File: config.mk
export PLATFORM = sky130hd
export DESIGN_NAME = lcb_rx_frame_parser_flat
export DESIGN_NICKNAME = d
export VERILOG_FILES = /design/src/rtl/lcb_rx_frame_parser_if.sv /design/src/rtl/lcb_rx_frame_parser.sv /design/src/flat_wrapper.sv
export SDC_FILE = /design/constraint.sdc
export NUM_CORES = 1
export LEC_CHECK = 0
export CAP_MARGIN = 20
export CORE_ASPECT_RATIO = 0.6
export CORE_MARGIN = 2
export CORE_UTILIZATION = 55
export CTS_CLUSTER_SIZE = 25
export DETAILED_ROUTE_END_ITERATION = 10
export HOLD_SLACK_MARGIN = 0.12
export PLACE_DENSITY_LB_ADDON = 0.05
export SETUP_SLACK_MARGIN = 0.3
export SLEW_MARGIN = 30
export SYNTH_ARGS = -nofsm -noshare
export SYNTH_HDL_FRONTEND = slang
export SYNTH_SLANG_ARGS = --single-unit
File: constraint.sdc
create_clock -name clk -period 2.6 [get_ports clk]
set_clock_uncertainty 0.1 [all_clocks]
set_input_delay 0.65 -clock clk [delete_from_list [all_inputs] [get_ports clk]]
set_output_delay 0.65 -clock clk [all_outputs]
set_load 0.01 [all_outputs]
File: src/rtl/lcb_rx_frame_parser_if.sv
// Byte-stream and qualified-command bundle for lcb_rx_frame_parser.
// Parser side (slave):
//   inputs  iValid, iData[7:0]
//   outputs oValid, oAddr[4:0], oCmd[7:0], oBcast, oErr, oErrCode[1:0], oBusy
//   outputs oFrameCnt[15:0], oErrCnt[15:0] (only with LCB_PARSER_STATS_EN)
// Master side is the mirror image: the UART byte source plus the command consumer.
interface lcb_rx_frame_parser_if;
    logic        iValid;
    logic [7:0]  iData;
    logic        oValid;
    logic [4:0]  oAddr;
    logic [7:0]  oCmd;
    logic        oBcast;
    logic        oErr;
    logic [1:0]  oErrCode;
    logic        oBusy;
`ifdef LCB_PARSER_STATS_EN
    logic [15:0] oFrameCnt;
    logic [15:0] oErrCnt;
`endif

    modport slave (
        input  iValid, iData,
        output oValid, oAddr, oCmd, oBcast, oErr, oErrCode, oBusy
`ifdef LCB_PARSER_STATS_EN
      , output oFrameCnt, oErrCnt
`endif
    );

    modport master (
        output iValid, iData,
        input  oValid, oAddr, oCmd, oBcast, oErr, oErrCode, oBusy
`ifdef LCB_PARSER_STATS_EN
      , input  oFrameCnt, oErrCnt
`endif
    );
endinterface

File: src/rtl/lcb_rx_frame_parser.sv
// CFM request frame parser: assembles SYNC/ADDR/CMD/CHK byte frames from the
// UART receiver, qualifies address and checksum, and emits a one-cycle accept
// or error strobe. Inter-byte timeout aborts a stalled frame.
// Ports:
//   clk  - system clock (80 MHz)
//   rst  - asynchronous active-low reset
//   bus  - lcb_rx_frame_parser_if.slave: byte stream in, command/error out
// Optional: define LCB_PARSER_STATS_EN to add saturating 16-bit accept/error
// counters (bus.oFrameCnt, bus.oErrCnt).
module lcb_rx_frame_parser #(
    parameter logic [7:0]  SYNC_BYTE   = 8'hA5,
    parameter logic [4:0]  MY_ADDR     = 5'd3,
    parameter logic [7:0]  BCAST_ADDR  = 8'hFF,
    parameter int unsigned TIMEOUT_CYC = 8000
) (
    input  logic                  clk,
    input  logic                  rst,
    lcb_rx_frame_parser_if.slave  bus
);

    localparam int unsigned        CNT_W    = $clog2(TIMEOUT_CYC) + 1;
    localparam logic [CNT_W-1:0]   CNT_LAST = CNT_W'(TIMEOUT_CYC - 1);
    localparam logic [1:0]         ERR_CHK  = 2'b01;
    localparam logic [1:0]         ERR_TO   = 2'b10;

    typedef enum logic [1:0] {
        S_IDLE,
        S_ADDR,
        S_CMD,
        S_CHK
    } state_e;

    state_e             state_q, state_d;
    logic [CNT_W-1:0]   cnt_q, cnt_d;
    logic [7:0]         rx_addr_q, rx_addr_d;
    logic [7:0]         rx_cmd_q, rx_cmd_d;
    logic               valid_q, valid_d;
    logic               err_q, err_d;
    logic [1:0]         err_code_q, err_code_d;
    logic [4:0]         addr_q, addr_d;
    logic [7:0]         cmd_q, cmd_d;
    logic               bcast_q, bcast_d;

    // Next-state, timeout and frame qualification
    always_comb begin
        state_d    = state_q;
        cnt_d      = cnt_q;
        rx_addr_d  = rx_addr_q;
        rx_cmd_d   = rx_cmd_q;
        valid_d    = 1'b0;
        err_d      = 1'b0;
        err_code_d = err_code_q;
        addr_d     = addr_q;
        cmd_d      = cmd_q;
        bcast_d    = bcast_q;

        // Counter only runs inside a frame; any byte restarts the window
        if (state_q == S_IDLE || bus.iValid) begin
            cnt_d = '0;
        end else begin
            cnt_d = cnt_q + CNT_W'(1);
        end

        case (state_q)
            S_IDLE: begin
                if (bus.iValid && bus.iData == SYNC_BYTE) begin
                    state_d = S_ADDR;
                end
            end
            S_ADDR: begin
                if (bus.iValid) begin
                    rx_addr_d = bus.iData;
                    state_d   = S_CMD;
                end
            end
            S_CMD: begin
                if (bus.iValid) begin
                    rx_cmd_d = bus.iData;
                    state_d  = S_CHK;
                end
            end
            S_CHK: begin
                if (bus.iValid) begin
                    state_d = S_IDLE;
                    if (bus.iData == (rx_addr_q ^ rx_cmd_q)) begin
                        if (rx_addr_q == {3'b000, MY_ADDR}) begin
                            valid_d = 1'b1;
                            addr_d  = MY_ADDR;
                            cmd_d   = rx_cmd_q;
                            bcast_d = 1'b0;
                        end else if (rx_addr_q == BCAST_ADDR) begin
                            valid_d = 1'b1;
                            addr_d  = 5'h1F;
                            cmd_d   = rx_cmd_q;
                            bcast_d = 1'b1;
                        end
                    end else begin
                        err_d      = 1'b1;
                        err_code_d = ERR_CHK;
                    end
                end
            end
            default: state_d = S_IDLE;
        endcase

        // A byte in the last allowed cycle wins over the timeout
        if (state_q != S_IDLE && !bus.iValid && cnt_q == CNT_LAST) begin
            state_d    = S_IDLE;
            cnt_d      = '0;
            err_d      = 1'b1;
            err_code_d = ERR_TO;
        end
    end

    // State and registered outputs
    always_ff @(posedge clk or negedge rst) begin
        if (!rst) begin
            state_q    <= S_IDLE;
            cnt_q      <= '0;
            rx_addr_q  <= '0;
            rx_cmd_q   <= '0;
            valid_q    <= 1'b0;
            err_q      <= 1'b0;
            err_code_q <= '0;
            addr_q     <= '0;
            cmd_q      <= '0;
            bcast_q    <= 1'b0;
        end else begin
            state_q    <= state_d;
            cnt_q      <= cnt_d;
            rx_addr_q  <= rx_addr_d;
            rx_cmd_q   <= rx_cmd_d;
            valid_q    <= valid_d;
            err_q      <= err_d;
            err_code_q <= err_code_d;
            addr_q     <= addr_d;
            cmd_q      <= cmd_d;
            bcast_q    <= bcast_d;
        end
    end

    assign bus.oValid   = valid_q;
    assign bus.oAddr    = addr_q;
    assign bus.oCmd     = cmd_q;
    assign bus.oBcast   = bcast_q;
    assign bus.oErr     = err_q;
    assign bus.oErrCode = err_code_q;
    assign bus.oBusy    = (state_q != S_IDLE);

`ifdef LCB_PARSER_STATS_EN
    logic [15:0] frame_cnt_q;
    logic [15:0] err_cnt_q;

    // Saturating accept/error counters, stepped alongside the strobes
    always_ff @(posedge clk or negedge rst) begin
        if (!rst) begin
            frame_cnt_q <= '0;
            err_cnt_q   <= '0;
        end else begin
            if (valid_d && frame_cnt_q != 16'hFFFF) begin
                frame_cnt_q <= frame_cnt_q + 16'd1;
            end
            if (err_d && err_cnt_q != 16'hFFFF) begin
                err_cnt_q <= err_cnt_q + 16'd1;
            end
        end
    end

    assign bus.oFrameCnt = frame_cnt_q;
    assign bus.oErrCnt   = err_cnt_q;
`endif

endmodule

File: src/flat_wrapper.sv
// flat-port wrapper written by rule: the top's interface ports become plain ports
module lcb_rx_frame_parser_flat 
#(
    parameter logic [7:0]  SYNC_BYTE   = 8'hA5,
    parameter logic [4:0]  MY_ADDR     = 5'd3,
    parameter logic [7:0]  BCAST_ADDR  = 8'hFF,
    parameter int unsigned TIMEOUT_CYC = 8000
)
  (clk, rst, bus_iValid, bus_iData, bus_oValid, bus_oAddr, bus_oCmd, bus_oBcast, bus_oErr, bus_oErrCode, bus_oBusy);
  lcb_rx_frame_parser_if bus_i ();
  input  logic clk;
  input  logic rst;
  input wire logic [$bits(bus_i.iValid)-1:0] bus_iValid;
  input wire logic [$bits(bus_i.iData)-1:0] bus_iData;
  output wire logic [$bits(bus_i.oValid)-1:0] bus_oValid;
  output wire logic [$bits(bus_i.oAddr)-1:0] bus_oAddr;
  output wire logic [$bits(bus_i.oCmd)-1:0] bus_oCmd;
  output wire logic [$bits(bus_i.oBcast)-1:0] bus_oBcast;
  output wire logic [$bits(bus_i.oErr)-1:0] bus_oErr;
  output wire logic [$bits(bus_i.oErrCode)-1:0] bus_oErrCode;
  output wire logic [$bits(bus_i.oBusy)-1:0] bus_oBusy;
  assign bus_i.iValid = bus_iValid;
  assign bus_i.iData = bus_iData;
  assign bus_oValid = bus_i.oValid;
  assign bus_oAddr = bus_i.oAddr;
  assign bus_oCmd = bus_i.oCmd;
  assign bus_oBcast = bus_i.oBcast;
  assign bus_oErr = bus_i.oErr;
  assign bus_oErrCode = bus_i.oErrCode;
  assign bus_oBusy = bus_i.oBusy;
  lcb_rx_frame_parser #(.SYNC_BYTE(SYNC_BYTE), .MY_ADDR(MY_ADDR), .BCAST_ADDR(BCAST_ADDR), .TIMEOUT_CYC(TIMEOUT_CYC)) u_core (.clk(clk), .rst(rst), .bus(bus_i));
endmodule
### After elaboration in Yosys (flattened, before gate mapping)

Index checks and enable logic that the tools add are counted.

* register bits: 50
* input port bits: 11
* output and inout port bits: 19

* reductions and logical operators: 15
* $add $sub $neg: 1
* bitwise gates (word level): 1
* multiplexer cells: 27
* equality and inequality tests: 13

Operators by type and width (count)
* two-way mux 14 bit: 2
* two-way mux 2 bit: 9
* equality test 8 bit (second input constant): 2
* two-way mux 8 bit: 2
* adder 14 x 1 -> 14 bit (second input constant): 1
* equality test 14 x 13 -> 1 bit (second input constant): 1
* two-way mux 1 bit: 11
* two-way mux 5 bit: 2
* != test 3 x 2 -> 1 bit (second input constant): 3
* equality test 8 x 2 -> 1 bit (second input constant): 1
* equality test 8 bit: 1
* one-hot mux 2 bit (4 select lines): 1
* AND reduction 4 bit: 2
* nonzero test 2 bit: 4
* XOR 8 bit: 1
* equality test 2 bit (second input constant): 2
* AND reduction 2 bit: 2
* logical AND 1 bit: 3
* != test 3 bit (second input constant): 1
* AND reduction 3 bit: 1
* equality test 2 x 1 -> 1 bit (second input constant): 1
* zero test 2 bit: 1
* != test 2 bit (second input constant): 1
* zero test 1 bit: 1
* logical OR 1 bit: 1

### Depth between registers and ports, before layout

Gate-level depths: netlist (run 1).

* word-level depth: 6
* mapped depth: 6
* depth with buffers taken out: 6

### Least setup slack after synthesis (run 1)

Ideal clock, no wire load.

* path type: input port to flip-flop
* from: in bus_iData[7]
* to: reg u_core.addr_q[3] (netlist: u_core.bus.oAddr[3])
* required time: 2.375 ns
* setup time: 0.125 ns
* path slack: 0.534 ns
* stages on the path: 5
* data arrival time: 1.841 ns
* cell sequence: xnor3_2 nand4_4 a2111oi_4 buf_6 mux2_4

* cells in the longest elaborated chain, start to end: 2

RTL lines
* start, declared: RTL line flat_wrapper.sv:14 `input wire logic [$bits(bus_i.iData)-1:0] bus_iData;`
* equality test 8 bit: RTL line lcb_rx_frame_parser.sv:85 `if (bus.iData == (rx_addr_q ^ rx_cmd_q)) begin`
* AND reduction 4 bit (no line)
* end signal, assigned: RTL line lcb_rx_frame_parser.sv:136 `addr_q <= addr_d;`
* end, declared: RTL line lcb_rx_frame_parser.sv:40 `logic [4:0] addr_q, addr_d;`

Every way passes these cells.
A chain may end at the register's enable or synchronous reset.

### Worst setup path after layout (run 1)

* from: in bus_iData[5]
* to: reg u_core.state_q[0]

* cells in the longest elaborated chain, start to end: 4

RTL lines
* equality test 8 bit: RTL line lcb_rx_frame_parser.sv:66 `if (bus.iValid && bus.iData == SYNC_BYTE) begin`
* logical AND 1 bit: RTL line lcb_rx_frame_parser.sv:66
* != test 3 bit (no line)
* AND reduction 4 bit (no line)
* end signal, assigned: RTL line lcb_rx_frame_parser.sv:129 `state_q <= state_d;`
* end, declared: RTL line lcb_rx_frame_parser.sv:33 `state_e state_q, state_d;`

Every way passes these cells.

==> key figures, run 1 <==
Outcome
  – Outcome: finished clean

Clocking
  – Clock Tree Buf Depth: 2
  – CTS tree: done
  – Cts-stage hold buffer count: 0
  – Htree depth: 2
  – Inserted Clock Buffers: 5
  – Num Clock Sinks: 46
  – Worst-path clk slew: 0.08 ns
  – Clk_lat worst skew: 0.30 ns
  – CTS root buffer: clkbuf_8

Setup path
  – Critical path's slowest cell: clkdlybuf4s50_1
  – Most used cell, CP: buf_4
  – CP max FO: 3
  – CP Capture Type: flop
  – Required @ worst endpoint: 2.70 ns
  – Reg2Reg Setup Slack: 0.50 ns
  – Worst flop-to-flop path endpoint: u_core.bus.oCmd[2]
  – Slowest stage delay, CP: 0.52 ns
  – FF-to-FF path depth: 5
  – Setup crit end: u_core.state_q[0]
  – R2R Path Start: u_core.rx_addr_q[7]
  – Worst path cell trace: clkdlybuf4s50_1 > buf_4 > nor4bb_1 > buf_4 > a31o_2 > a21oi_1 > a311oi_1
  – Startpoint Class: input pin
  – WP data arrival: 2.35 ns
  – Worst setup path startpoint: bus_iData[5]
  – WS Path Type: in -> reg

Global route
  – Initial antenna violation count: 0
  – Number of global-route vias before repair: 1536
  – Largest net degree at the start of global routing: 47
  – GRT Total Usage: 21.8%
  – Global-route wire length before repair: 7470 µm
  – Congestion Overflow GR: 0

Detailed routing
  – Post-route DRC: 0
  – Final wirelength: 4620 µm
  – Pre-Repair DR Iteration Count: 4
  – Initial detailed-routing violation count: 108
  – Via count: 1519
  – Avg WL per Cell: 16.3 µm
  – Via-to-Cell Ratio: 5.37
  – Post-DRT Antenna Nets: 0

Power and ir drop
  – Peak supply drop: 0.000594 V
  – Static Leak: 1.35 nW
  – Pwr Density: 872 mW/mm²

Synthesis
  – Synth area leader: dfrtp_1
  – Syn nets: 195
  – Area contributors post-synth: dfrtp_1, mux2_2, mux2_4
  – Post-Syn Area per Cell: 12.9 µm²
  – Synth Cell Area: 0.00231 mm²
  – Synth cell types: 37
  – Sequential element share of the synthesized area: 49.8%
  – Post-Synthesis Cells: 179
  – Ys Warns: 0
  – Top-area cell type share of the netlist area: 49.8%
  – Synthesized flop and latch total: 46

Place
  – Gpl congestion: 0.786
  – Placement Setup Slack: -0.0407 ns
  – Dpl hpwl: 3400 µm
  – Port Buffers: 29

Die
  – IO Count: 30
  – Chip width: 87.7 µm
  – Die Area: 0.00476 mm²
  – Die height: 54.2 µm
  – Core ar.: 0.00408 mm²
  – Row count: 18
  – Initial Util: 56.8%

Timing
  – RSZ-0062 raised after global routing: no
  – Slew Viols, Final: 0
  – Final Hold Fails: 0
  – Fin crit share: 86.8%
  – Hold_ws: 0.334 ns
  – Slew @ Worst Pin: 0.758 ns
  – Setup WS post-layout: 0.344 ns
  – Final setup violation count: 0
  – Maximum clock rate: 443 MHz
  – Fin crit period: 2.26 ns
  – Slew HR: 49.3%

Cells and area
  – Commonest non-fill, non-tap cell in the layout: dfrtp_1
  – Share of cells above drive strength 1: 27.8%
  – Synth-to-Final Area Change: 24.3%
  – FILL cells: 276
  – Diodes inserted: 0
  – Most frequent cells in the layout: dfrtp_1, clkdlybuf4s50_1, mux2_2, buf_4, nor2_1
  – # nets final: 238

Min path
  – Hold WC Path Type: in -> async

Run
  – Maximum Capacitance Violations: 0
[layout make-up]
type	count	area, µm²	area share, %
clock buffers	6	72.6	2.52
clock inverters	2	37.5	1.30
inverters	6	22.5	0.783
multi-input cells	116	1080	37.7
flip-flops and latches	46	1150	40.0
well taps	60	75.1	2.61
repair buffers	47	433	15.1
[sequential cells by signal (all words and copies together) (netlist names)]
register and cells:
u_core.bus.oErr 1, u_core.rx_cmd_q 8, u_core.state_q 2, u_core.bus.oAddr 2
u_core.rx_addr_q 8, u_core.cnt_q 14, u_core.bus.oCmd 8, u_core.bus.oErrCode 2
u_core.bus.oValid 1
[synth_stat cells, drive strengths merged]
library cell  number
a2111oi            1
a21o               2
a21oi              4
a311oi             1
a31o               1
and2               3
and3               1
and4               3
buf                7
clkbuf             4
dfrtp             46
ha                 5
inv                6
mux2              25
nand2              7
nand2b             1
nand3              6
nand4             10
nor2              15
nor3               3
nor4               1
nor4bb             2
o211ai             1
o21ai              1
o41ai              1
or2                2
or3                1
xnor2              1
xnor3              8
xor2              10
[worst min-delay path by stage]
stage	startpoint	cells after the start	slack [ns]	to
2_1_floorplan	rst	0	0.25	u_core.bus.oAddr[1]
3_3_place_gp	u_core.cnt_q[0]	1	0.34	u_core.cnt_q[0]
3_5_place_dp	u_core.cnt_q[0]	1	0.35	u_core.cnt_q[0]
4_1_cts	rst	2	0.36	u_core.rx_cmd_q[0]
5_1_grt	rst	2	0.38	u_core.cnt_q[6]
6_report	rst	2	0.33	u_core.cnt_q[0]
[metrics by stage]
stage	util, %	power (mW)	area, µm²	instances	setup TNS, ns
5_1_grt	70.6	2.65	2880	283	0
2_1_floorplan	-	1.72	2310	179	0
4_1_cts	70.3	2.51	2870	283	0
6_report	70.6	2.51	2880	283	0
3_3_place_gp	67.1	1.93	2740	274	0
3_5_place_dp	67.4	1.97	2750	274	-0.258
[metal layers]
layer	GRT usage (%)	vias to the layer above	routed length (µm)
met2	33.7	50	2050
met3	5.73	7	245
met5	0	-	0
li1	-	711	-
met1	30.8	751	2290
met4	6.67	0	46
[worst max-delay path: cells and delay by family]
kind                   cells  cell delay [ns]
AO/OA/AOI/OAI              3             0.50
AND/OR/NAND/NOR            1             0.37
buffers and inverters      3             0.83
[power breakdown]
part / total [mW] / leakage, nW / switching (mW) / internal (mW)
Sequential: 1.04 / 0.598 / 0.163 / 0.877
Combinational: 0.941 / 0.699 / 0.367 / 0.574
Clock: 0.526 / 0.0514 / 0.239 / 0.287
[timing repair]
item                                    4_1_cts  5_1_grt
endpoints found under the setup margin        8        9
gates resized for setup                       2        4
setup buffers                                 1        0
pin swaps                                     0        1
[cells by family (layout without fill, tap and decap cells)]
kind of cell    count (synthesis)  after routing  synth area share, %
compound gates                 12             12                 4.71
xor+xnor                       19             19                 12.2
fa+ha+maj                       5              5                 2.70
buf+inv                        17             61                 3.84
flops                          46             46                 49.8
mux                            25             25                 13.5
simple gates                   55             55                 13.4
(Power assumes the default switching activity.)
==> run 2, diff against run 1 <==
--- a/config.mk
+++ b/config.mk
@@ -11,6 +11,7 @@
 export CORE_UTILIZATION = 55
 export CTS_CLUSTER_SIZE = 25
 export DETAILED_ROUTE_END_ITERATION = 10
+export GPL_TIMING_DRIVEN = 0
 export HOLD_SLACK_MARGIN = 0.12
 export PLACE_DENSITY_LB_ADDON = 0.05
 export SETUP_SLACK_MARGIN = 0.3
==> key figures, run 2 (synthesis results as in run 1) <==
Timing
  – Final Hold Fails: 0 (unchanged)
  – Setup WS post-layout: 0.356 ns (was 0.344 ns)
  – Fin crit share: 86.3% (was 86.8%)
  – RSZ-0062 raised after global routing: no (unchanged)
  – Hold_ws: 0.235 ns (was 0.334 ns)
  – Fin crit period: 2.24 ns (was 2.26 ns)
  – Slew Viols, Final: 0 (unchanged)
  – Slew @ Worst Pin: 0.574 ns (was 0.758 ns)
  – Maximum clock rate: 446 MHz (was 443 MHz)
  – Final setup violation count: 0 (unchanged)
  – Slew HR: 61.7% (was 49.3%)

Power and ir drop
  – Total power after layout: 2.61 mW (was 2.51 mW)
  – Peak supply drop: 0.000651 V (was 0.000594 V)
  – Pwr Density: 912 mW/mm² (was 872 mW/mm²)
  – Static Leak: 1.35 nW (about the same)

Detailed routing
  – Post-DRT Antenna Nets: 0 (unchanged)
  – Via count: 1536 (was 1519)
  – Avg WL per Cell: 16.4 µm (was 16.3 µm)
  – Pre-Repair DR Iteration Count: 4 (unchanged)
  – Via-to-Cell Ratio: 5.45 (was 5.37)
  – Post-route DRC: 0 (unchanged)
  – Initial detailed-routing violation count: 104 (was 108)
  – Final wirelength: 4630 µm (was 4620 µm)

Cells and area
  – Fin util: 70.2% (was 70.6%)
  – Diodes inserted: 0 (unchanged)
  – Share of cells above drive strength 1: 26.6% (was 27.8%)
  – Synth-to-Final Area Change: 23.7% (was 24.3%)
  – Number of flip-flops under the largest register name: 14 (unchanged)
  – # nets final: 237 (was 238)
  – Most frequent cells in the layout: dfrtp_1, clkdlybuf4s50_1, mux2_2 (was dfrtp_1, clkdlybuf4s50_1, mux2_2, buf_4, nor2_1)
  – Non-Filler Instances: 282 (was 283)
  – Top reg by flops: u_core.cnt_q (unchanged)
  – Commonest non-fill, non-tap cell in the layout: dfrtp_1 (unchanged)

Global route
  – Congestion Overflow GR: 0 (unchanged)
  – Largest net degree at the start of global routing: 47 (unchanged)
  – Met1 usage: 31.9% (was 30.8%)
  – GRT Total Usage: 22.4% (was 21.8%)
  – Layer with the highest usage: met2 (unchanged)
  – Initial antenna violation count: 0 (unchanged)
  – Routing usage on met3: 7.39% (was 5.73%)
  – Number of global-route vias before repair: 1507 (was 1536)
  – Global-route wire length before repair: 7620 µm (was 7470 µm)
  – Met2 Usage GRT: 33.2% (was 33.7%)

Clocking
  – Num Clock Sinks: 46 (unchanged)
  – CTS tree: done (unchanged)
  – Cts-stage hold buffer count: 0 (unchanged)
  – Inserted Clock Buffers: 5 (unchanged)
  – Htree depth: 2 (unchanged)
  – Worst-path clk slew: 0.08 ns (about the same)
  – CTS root buffer: clkbuf_8 (unchanged)
  – Clk_lat worst skew: 0.30 ns (about the same)
  – Clock Tree Buf Depth: 2 (unchanged)

Die
  – Row count: 18 (unchanged)
  – Core ar.: 0.00408 mm² (unchanged)
  – Chip width: 87.7 µm (unchanged)
  – Die height: 54.2 µm (unchanged)
  – Initial Util: 56.8% (unchanged)
  – Die Area: 0.00476 mm² (unchanged)
  – IO Count: 30 (unchanged)

Place
  – Gpl congestion: 0.857 (was 0.786)
  – Port Buffers: 28 (was 29)
  – Placement Setup Slack: -0.143 ns (was -0.0407 ns)
  – Cells after DPL: 267 (was 274)
  – Dpl hpwl: 3300 µm (was 3400 µm)

Setup path
  – WP data arrival: 2.33 ns (was 2.35 ns)
  – Slowest stage delay, CP: 0.48 ns (was 0.52 ns)
  – CP Capture Type: flop (unchanged)
  – Worst path cell trace: dlygate4sd2_1 > xnor3_1 > nand4_1 > a2111oi_4 > buf_4 > mux2_2 (was clkdlybuf4s50_1 > buf_4 > nor4bb_1 > buf_4 > a31o_2 > a21oi_1 > a311oi_1)
  – Startpoint Class: input pin (unchanged)
  – CP max FO: 4 (was 3)
  – Required @ worst endpoint: 2.68 ns (was 2.70 ns)
  – Critical path's slowest cell: a2111oi_4 (was clkdlybuf4s50_1)
  – WS Path Type: in -> reg (unchanged)

Run
  – Maximum Capacitance Violations: 0 (unchanged)

Outcome
  – Outcome: finished clean (unchanged)

Min path
  – Hold WC Path Type: in -> async (unchanged)
-- run 2: changes by cell type in the layout (fill, tap and decap cells not counted), sizes merged --
cell and delta:
buf -4, clkinvlp -1, bufinv +1, dlygate4sd2 +5, clkbuf +4, dlymetal6s2s -1, clkdlybuf4s50 -5
-- run 2: stage by stage --
step	instance area, µm²	TNS [ns]
global placement	2670	-19.70
CTS	2850	0
global route	2860	0
detailed placement	2670	-1.07
floorplan	2310	0
finish	2860	0
-- run 2: final timing paths --
kind,depth (start not counted),from,endpoint,slack (ns)
min in group clk,1,u_core.cnt_q[0],u_core.cnt_q[0],0.37
min,1,rst,u_core.cnt_q[9],0.23
min reg2reg,1,u_core.cnt_q[0],u_core.cnt_q[0],0.37
max reg2reg,5,u_core.rx_addr_q[4],u_core.bus.oCmd[7],0.38
max in group asynchronous,1,rst,u_core.rx_cmd_q[2],1.76
max,6,bus_iData[0],u_core.bus.oCmd[7],0.36
-- run 2: final cells by class --
| type | count | area, µm² |
|---|---|---|
| timing repair buffer | 35 | 330 |
| multi-input combinational | 116 | 1070 |
| buffer | 11 | 66.3 |
| clock buffer | 6 | 82.6 |
| sequential | 46 | 1150 |
| tap | 60 | 75.1 |
| fill | 302 | 1210 |
| clock inverter | 2 | 60.1 |
| inverter | 6 | 22.5 |
-- run 2: critical path: cells and delay by family --
family | cells | cell delay, ns
and+or+nand+nor | 1 | 0.16
AOI/OAI and AO/OA | 1 | 0.48
muxes | 1 | 0.33
xor gates and xnor gates | 1 | 0.22
buffers and inverters | 2 | 0.49
-- run 2: repair_timing --
action | in CTS | in global routing
resized for setup | 7 | 3
buffers inserted | 6 | 0
cloned | 1 | 0
hold endpoints to repair | 0 | 0
setup endpoints to repair | 9 | 10
pin swaps | 2 | 2
-- run 2: power by group --
part / switching (mW) / total, mW / leakage (nW) / internal, mW
clock: 0.242 / 0.652 / 0.0714 / 0.410
combinational: 0.359 / 0.917 / 0.681 / 0.558
sequential: 0.162 / 1.04 / 0.598 / 0.877
-- run 2: routing by layer --
layer  part of all wire (%)  routed length [µm]
met1                     50                2300
met2                     45                2070
met3                    4.7                 217
met4                   0.97                  45
met5                      0                   0
==> run 3, diff against run 2 <==
==> constraint.sdc (replaced) <==
create_clock -name clk -period 2.4 [get_ports clk]
set_clock_uncertainty 0.1 [all_clocks]
set_input_delay 0.6 -clock clk [delete_from_list [all_inputs] [get_ports clk]]
set_output_delay 0.6 -clock clk [all_outputs]
set_load 0.01 [all_outputs]
==> key figures, run 3 (synthesis results as in run 1) <==
Global route
  – Congestion Overflow GR: 0 (unchanged)
  – Initial antenna violation count: 0 (unchanged)
  – Layer with the highest usage: met2 (unchanged)
  – Met1 usage: 31.8% (was 31.9%)
  – Met2 Usage GRT: 33.3% (was 33.2%)
  – Global-route wire length before repair: 7620 µm (unchanged)
  – Largest net degree at the start of global routing: 47 (unchanged)
  – GRT Total Usage: 22.4% (unchanged)
  – Number of global-route vias before repair: 1505 (was 1507)
  – Routing usage on met3: 7.39% (unchanged)

Die
  – Chip width: 87.7 µm (unchanged)
  – IO Count: 30 (unchanged)
  – Core ar.: 0.00408 mm² (unchanged)
  – Die height: 54.2 µm (unchanged)
  – Row count: 18 (unchanged)
  – Initial Util: 56.8% (unchanged)
  – Die Area: 0.00476 mm² (unchanged)

Clocking
  – CTS root buffer: clkbuf_8 (unchanged)
  – Cts-stage hold buffer count: 0 (unchanged)
  – Clock Tree Buf Depth: 2 (unchanged)
  – CTS tree: done (unchanged)
  – Htree depth: 2 (unchanged)
  – Num Clock Sinks: 46 (unchanged)
  – Clk_lat worst skew: 0.29 ns (was 0.30 ns)
  – Inserted Clock Buffers: 5 (unchanged)
  – Worst-path clk slew: 0.08 ns (about the same)

Cells and area
  – Most frequent cells in the layout: dfrtp_1, buf_4, clkdlybuf4s50_1 (was dfrtp_1, clkdlybuf4s50_1, mux2_2)
  – Top reg by flops: u_core.cnt_q (unchanged)
  – Number of flip-flops under the largest register name: 14 (unchanged)
  – Commonest non-fill, non-tap cell in the layout: dfrtp_1 (unchanged)
  – # nets final: 241 (was 237)
  – Synth-to-Final Area Change: 27.0% (was 23.7%)
  – Diodes inserted: 0 (unchanged)
  – FILL cells: 290 (was 302)
  – Share of cells above drive strength 1: 33.2% (was 26.6%)

Setup path
  – Critical path's slowest cell: a2111oi_4 (unchanged)
  – WP data arrival: 2.23 ns (was 2.33 ns)
  – Number of cells on the critical path: 6 (unchanged)
  – FF-to-FF path depth: 5 (unchanged)
  – CP Capture Type: flop (unchanged)
  – Required @ worst endpoint: 2.49 ns (was 2.68 ns)
  – WS Path Type: in -> reg (unchanged)
  – CP max FO: 4 (unchanged)
  – Worst path cell trace: buf_6 > xnor3_2 > nand4_4 > a2111oi_4 > buf_4 > mux2_4 (was dlygate4sd2_1 > xnor3_1 > nand4_1 > a2111oi_4 > buf_4 > mux2_2)
  – Startpoint Class: input pin (unchanged)
  – CP delay by family, top: compound AO/OA/AOI/OAI gates (was buffers and inverters)
  – Slowest stage delay, CP: 0.46 ns (was 0.48 ns)
  – Reg2Reg Setup Slack: 0.31 ns (was 0.38 ns)
  – WP buf/inv: 2 (unchanged)

Detailed routing
  – Avg WL per Cell: 16.7 µm (was 16.4 µm)
  – Post-route DRC: 0 (unchanged)
  – Pre-Repair DR Iteration Count: 4 (unchanged)
  – Via-to-Cell Ratio: 5.36 (was 5.45)
  – Final wirelength: 4780 µm (was 4630 µm)
  – Via count: 1534 (was 1536)
  – Post-DRT Antenna Nets: 0 (unchanged)
  – Initial detailed-routing violation count: 79 (was 104)

Timing
  – Slew Viols, Final: 0 (unchanged)
  – RSZ-0062 raised after global routing: yes (was no)
  – Slew @ Worst Pin: 0.569 ns (was 0.574 ns)
  – Maximum clock rate: 467 MHz
  – Fin crit share: 89.2%
  – Hold_ws: 0.186 ns (was 0.235 ns)
  – Final setup violation count: 0 (unchanged)
  – Fin crit period: 2.14 ns
  – Slew HR: 62.0% (was 61.7%)
  – Final Hold Fails: 0 (unchanged)
  – Setup tns final: 0 ns (unchanged)

Power and ir drop
  – Peak supply drop: 0.000708 V (was 0.000651 V)
  – Pwr Density: 982 mW/mm² (was 912 mW/mm²)
  – Static Leak: 1.37 nW (was 1.35 nW)
  – Total power after layout: 2.89 mW (was 2.61 mW)

Min path
  – Hold WC Path Type: in -> async (unchanged)

Place
  – Dpl hpwl: 3300 µm (unchanged)
  – Port Buffers: 28 (unchanged)
  – Gpl congestion: 0.857 (unchanged)

Outcome
  – Outcome: finished clean (unchanged)

Run
  – Maximum Capacitance Violations: 0 (unchanged)
[run 3: changes by cell type in the layout (fill, tap and decap cells not counted), sizes merged]
cell / before / now
buf: 15 / 23
clkdlybuf4s50: 18 / 17
dlygate4sd2: 6 / 5
dlymetal6s2s: 3 / 1
[run 3: stage by stage]
step,setup WS (ns),instance area (µm²),std cells,util (%)
floorplan,0.384,2310,179,-
global placement,-0.559,2670,267,65.5
detailed placement,-0.293,2670,267,65.4
CTS,0.300,2860,282,70.2
global route,0.251,2940,286,72.1
finish,0.259,2940,286,72.1
[run 3: worst paths after layout]
check / start / to
min in group clk: u_core.cnt_q[0] / u_core.cnt_q[0]
max: bus_iData[3] / u_core.bus.oCmd[1]
max in group asynchronous: rst / u_core.rx_addr_q[5]
max reg2reg: u_core.rx_addr_q[6] / u_core.bus.oCmd[1]
min: rst / u_core.cnt_q[9]
min reg2reg: u_core.cnt_q[0] / u_core.cnt_q[0]
[run 3: power breakdown]
group          total [mW]  internal [mW]  switching (mW)
combinational        1.03          0.611           0.418
clock               0.702          0.444           0.258
sequential           1.15          0.955           0.199
total                2.89           2.01           0.876
[run 3: layout make-up]
class | instances | area, µm² | share of cell area [%]
Clock inverter | 2 | 60.1 | 2.04
Inverter | 6 | 22.5 | 0.767
Buffer | 11 | 70.1 | 2.39
Sequential cell | 46 | 1160 | 39.4
Timing Repair Buffer | 39 | 355 | 12.1
Multi-Input combinational cell | 116 | 1120 | 38.0
Tap cell | 60 | 75.1 | 2.56
Clock buffer | 6 | 82.6 | 2.81
[run 3: repair_timing]
| action | in CTS | in global routing |
|---|---|---|
| setup endpoints to repair | 14 | 24 |
| gates resized for setup | 27 | 14 |
| pin swaps | 7 | 4 |
| cloned | 1 | 0 |
| buffers inserted | 6 | 4 |
[run 3: routing by layer]
layer / vias up / share of wire (%)
met1: 776 / 49
met4: 0 / 0.88
met2: 39 / 46
met5: - / 0
met3: 4 / 4.5
li1: 715 / -
==> RTL change: new RTL, config.mk and constraints of run 3 <==
`TIMEOUT_CYC` is set to 8000 in 2 places; all go to 4000.
--- a/src/rtl/lcb_rx_frame_parser.sv
+++ b/src/rtl/lcb_rx_frame_parser.sv
@@ -13,3 +13,3 @@
     parameter logic [7:0]  BCAST_ADDR  = 8'hFF,
-    parameter int unsigned TIMEOUT_CYC = 8000
+    parameter int unsigned TIMEOUT_CYC = 4000
 ) (
--- a/src/flat_wrapper.sv
+++ b/src/flat_wrapper.sv
@@ -6,3 +6,3 @@
     parameter logic [7:0]  BCAST_ADDR  = 8'hFF,
-    parameter int unsigned TIMEOUT_CYC = 8000
+    parameter int unsigned TIMEOUT_CYC = 4000
 )
Formal check against the unedited RTL: no difference found for any inputs over 10 cycles, from zero or initial values and one cycle with rst low; that may be too few to reach the edited logic, so the function may still have changed.
==> RTL change against run 3 <==
- clock power fell by 5.3%
- final area down 1.6%
- worst setup slack got worse by 0.024 ns
- total power down 2.3%
- die area is 2.4% lower
- wire length decreased by 1.6%
- synthesized cell count decreased by 3.4%
- worst hold slack got worse by 0.046 ns
- critical path type unchanged
- fmax shrank 1.1%
- cell count down 4.9%
- sequential power shrank 3%
- synthesized area shrank 2.6%
- sequential cell count down 1
==> RTL change: results (changes against run 3) <==
Setup path
  – Worst setup path category: in -> reg
  – Internal reg-to-reg setup slack: 0.28 ns (-0.03 ns)
  – Delay contributed by the slowest stage of the critical path: 0.48 ns (+0.02 ns)
  – R2r startpoint: u_core.rx_addr_q[0]
  – Worst R2R End: u_core.bus.oCmd[5]
  – R2r worst-path depth: 5 (unchanged)
  – Crit. Startpoint: bus_iData[6]
  – Data arrival time at the worst-slack endpoint: 2.25 ns (+0.02 ns)

Placed design
  – Placer's final routability congestion estimate: 0.8239 (-3.9%)
  – Placed cell count: 249 (-6.7%)
  – Worst setup timing slack at the placement stage: -0.2756 ns (+0.01695 ns)
  – HPWL after DPL: 3163 um (-4.0%)
  – Placed cell area: 2608 sq um (-2.2%)

Synth
  – Main area contributors after synthesis: sky130_fd_sc_hd__dfrtp_1, sky130_fd_sc_hd__mux2_2, sky130_fd_sc_hd__mux2_4
  – Main combinational cell family by area after synthesis: multiplexers
  – Complex-gate fraction of the synthesized area: 0.04720 (+0.0001435)
  – Synthesized area per cell: 13.03 sq um (+0.78%)
  – Sequential area share after synthesis: 0.4997 (+0.002156)
  – Number of nets in the synthesized netlist: 189 (-3.1%)
  – Netlist cell types: 36 (-2.7%)
  – Post-synth top cells: sky130_fd_sc_hd__dfrtp_1, sky130_fd_sc_hd__mux2_2, sky130_fd_sc_hd__nor2_1, sky130_fd_sc_hd__inv_1, sky130_fd_sc_hd__mux2_4
  – Xor and xnor fraction of the mapped netlist area: 0.1172 (-0.004530)
  – Proportion of synthesized area in mux cells: 0.1383 (+0.003589)
  – Fraction of the mapped netlist area in adder cells: 0.02776 (+0.0007207)

Clock tree
  – Setup repair bufs after CTS: 7 (+1)
  – Count of cells resized by post-cts repair: 35 (+30%)
  – Number of H-tree levels: 2 (unchanged)

Status
  – Run status: complete, no violations

Global route
  – Global-route wire length before repair: 7465 um (-2.1%)
  – Antenna violations before repair: 0 (unchanged)
  – Total Routing Usage GR: 0.2253 (+0.001560)
  – Maximum number of pins on one net before global-route repair: 28 (-40%)
  – Number of global-route vias before repair: 1485 (-1.3%)

Detailed routing
  – Initial DRC Count: 54 (-32%)
  – Wire length per cell: 17.30 um (+3.5%)
  – Average via count per standard cell: 5.581 (+4.1%)

Final layout
  – Number of flip-flops under the largest register name: 13 (-1)
  – Antenna fix cells: 0 (unchanged)
  – Share of layout cells above drive strength 1: 0.3422 (+0.01036)
  – Count of placed standard cells in the final layout, fillers left out: 272 (-4.9%)
  – Final Net Count: 240 (-0.41%)

Power and ir drop
  – IR Drop Worst-Case VDD: 0.6290 mV (-11%)
  – Pleak: 1.338 nW (-2.2%)
  – Switching power of the nets: 0.8576 mW (-2.1%)

Timing
  – Transition time at the pin with the least slew margin: 0.4553 ns (-0.1142 ns)
  – Min Hold Slack: 0.1401 ns (-0.04635 ns)
  – Max Clk Rate: 462.0 MHz (-1.1%)
## RTL change: changes by cell type after synthesis, moves of 2 or more
cell | run 3 | this run
sky130_fd_sc_hd__o2bb2ai_1 | 0 | 2
sky130_fd_sc_hd__and2_1 | 2 | 0
sky130_fd_sc_hd__xnor2_1 | 1 | 7
sky130_fd_sc_hd__xor2_1 | 10 | 2
sky130_fd_sc_hd__nor4_1 | 1 | 3
sky130_fd_sc_hd__inv_1 | 6 | 8
sky130_fd_sc_hd__clkbuf_1 | 4 | 0
sky130_fd_sc_hd__nor4bb_1 | 2 | 0
sky130_fd_sc_hd__nand4_1 | 9 | 5
sky130_fd_sc_hd__and4_1 | 2 | 0
## RTL change: area by class of cell
type,instances,area [sq um]
Clock inverter,3,65.06
Buffer,7,56.30
Tap cell,47,58.81
Clock buffer,5,68.82
Timing Repair Buffer,44,405.4
Fill cell,252,895.9
Inverter,8,30.03
Sequential cell,45,1126
Multi-Input combinational cell,113,1080
## RTL change: metal layers
layer  track usage  wire, um
met4       0.07552        59
met2        0.3513      2166
met1        0.3152      2232
met5             0         0
met3       0.05675       247
## RTL change: cell families (layout without fill, tap and decap cells)
family	after synthesis	count (layout)
AO/OA/AOI/OAI	13	13
XOR/XNOR	17	17
adder cells (fa/ha/maj)	5	5
buffers and inverters	15	67
flip-flops	45	45
multiplexers	25	25
AND/OR/NAND/NOR	53	53
## RTL change: power by group through the flow
stage	logic, mW	clock network (mW)	registers [mW]
global route	1.13	0.706	1.14
floorplan	0.767	0	1.08
CTS	0.987	0.681	1.11
finish	1.05	0.665	1.11
detailed placement	0.946	0	1.13
global placement	0.910	0	1.11
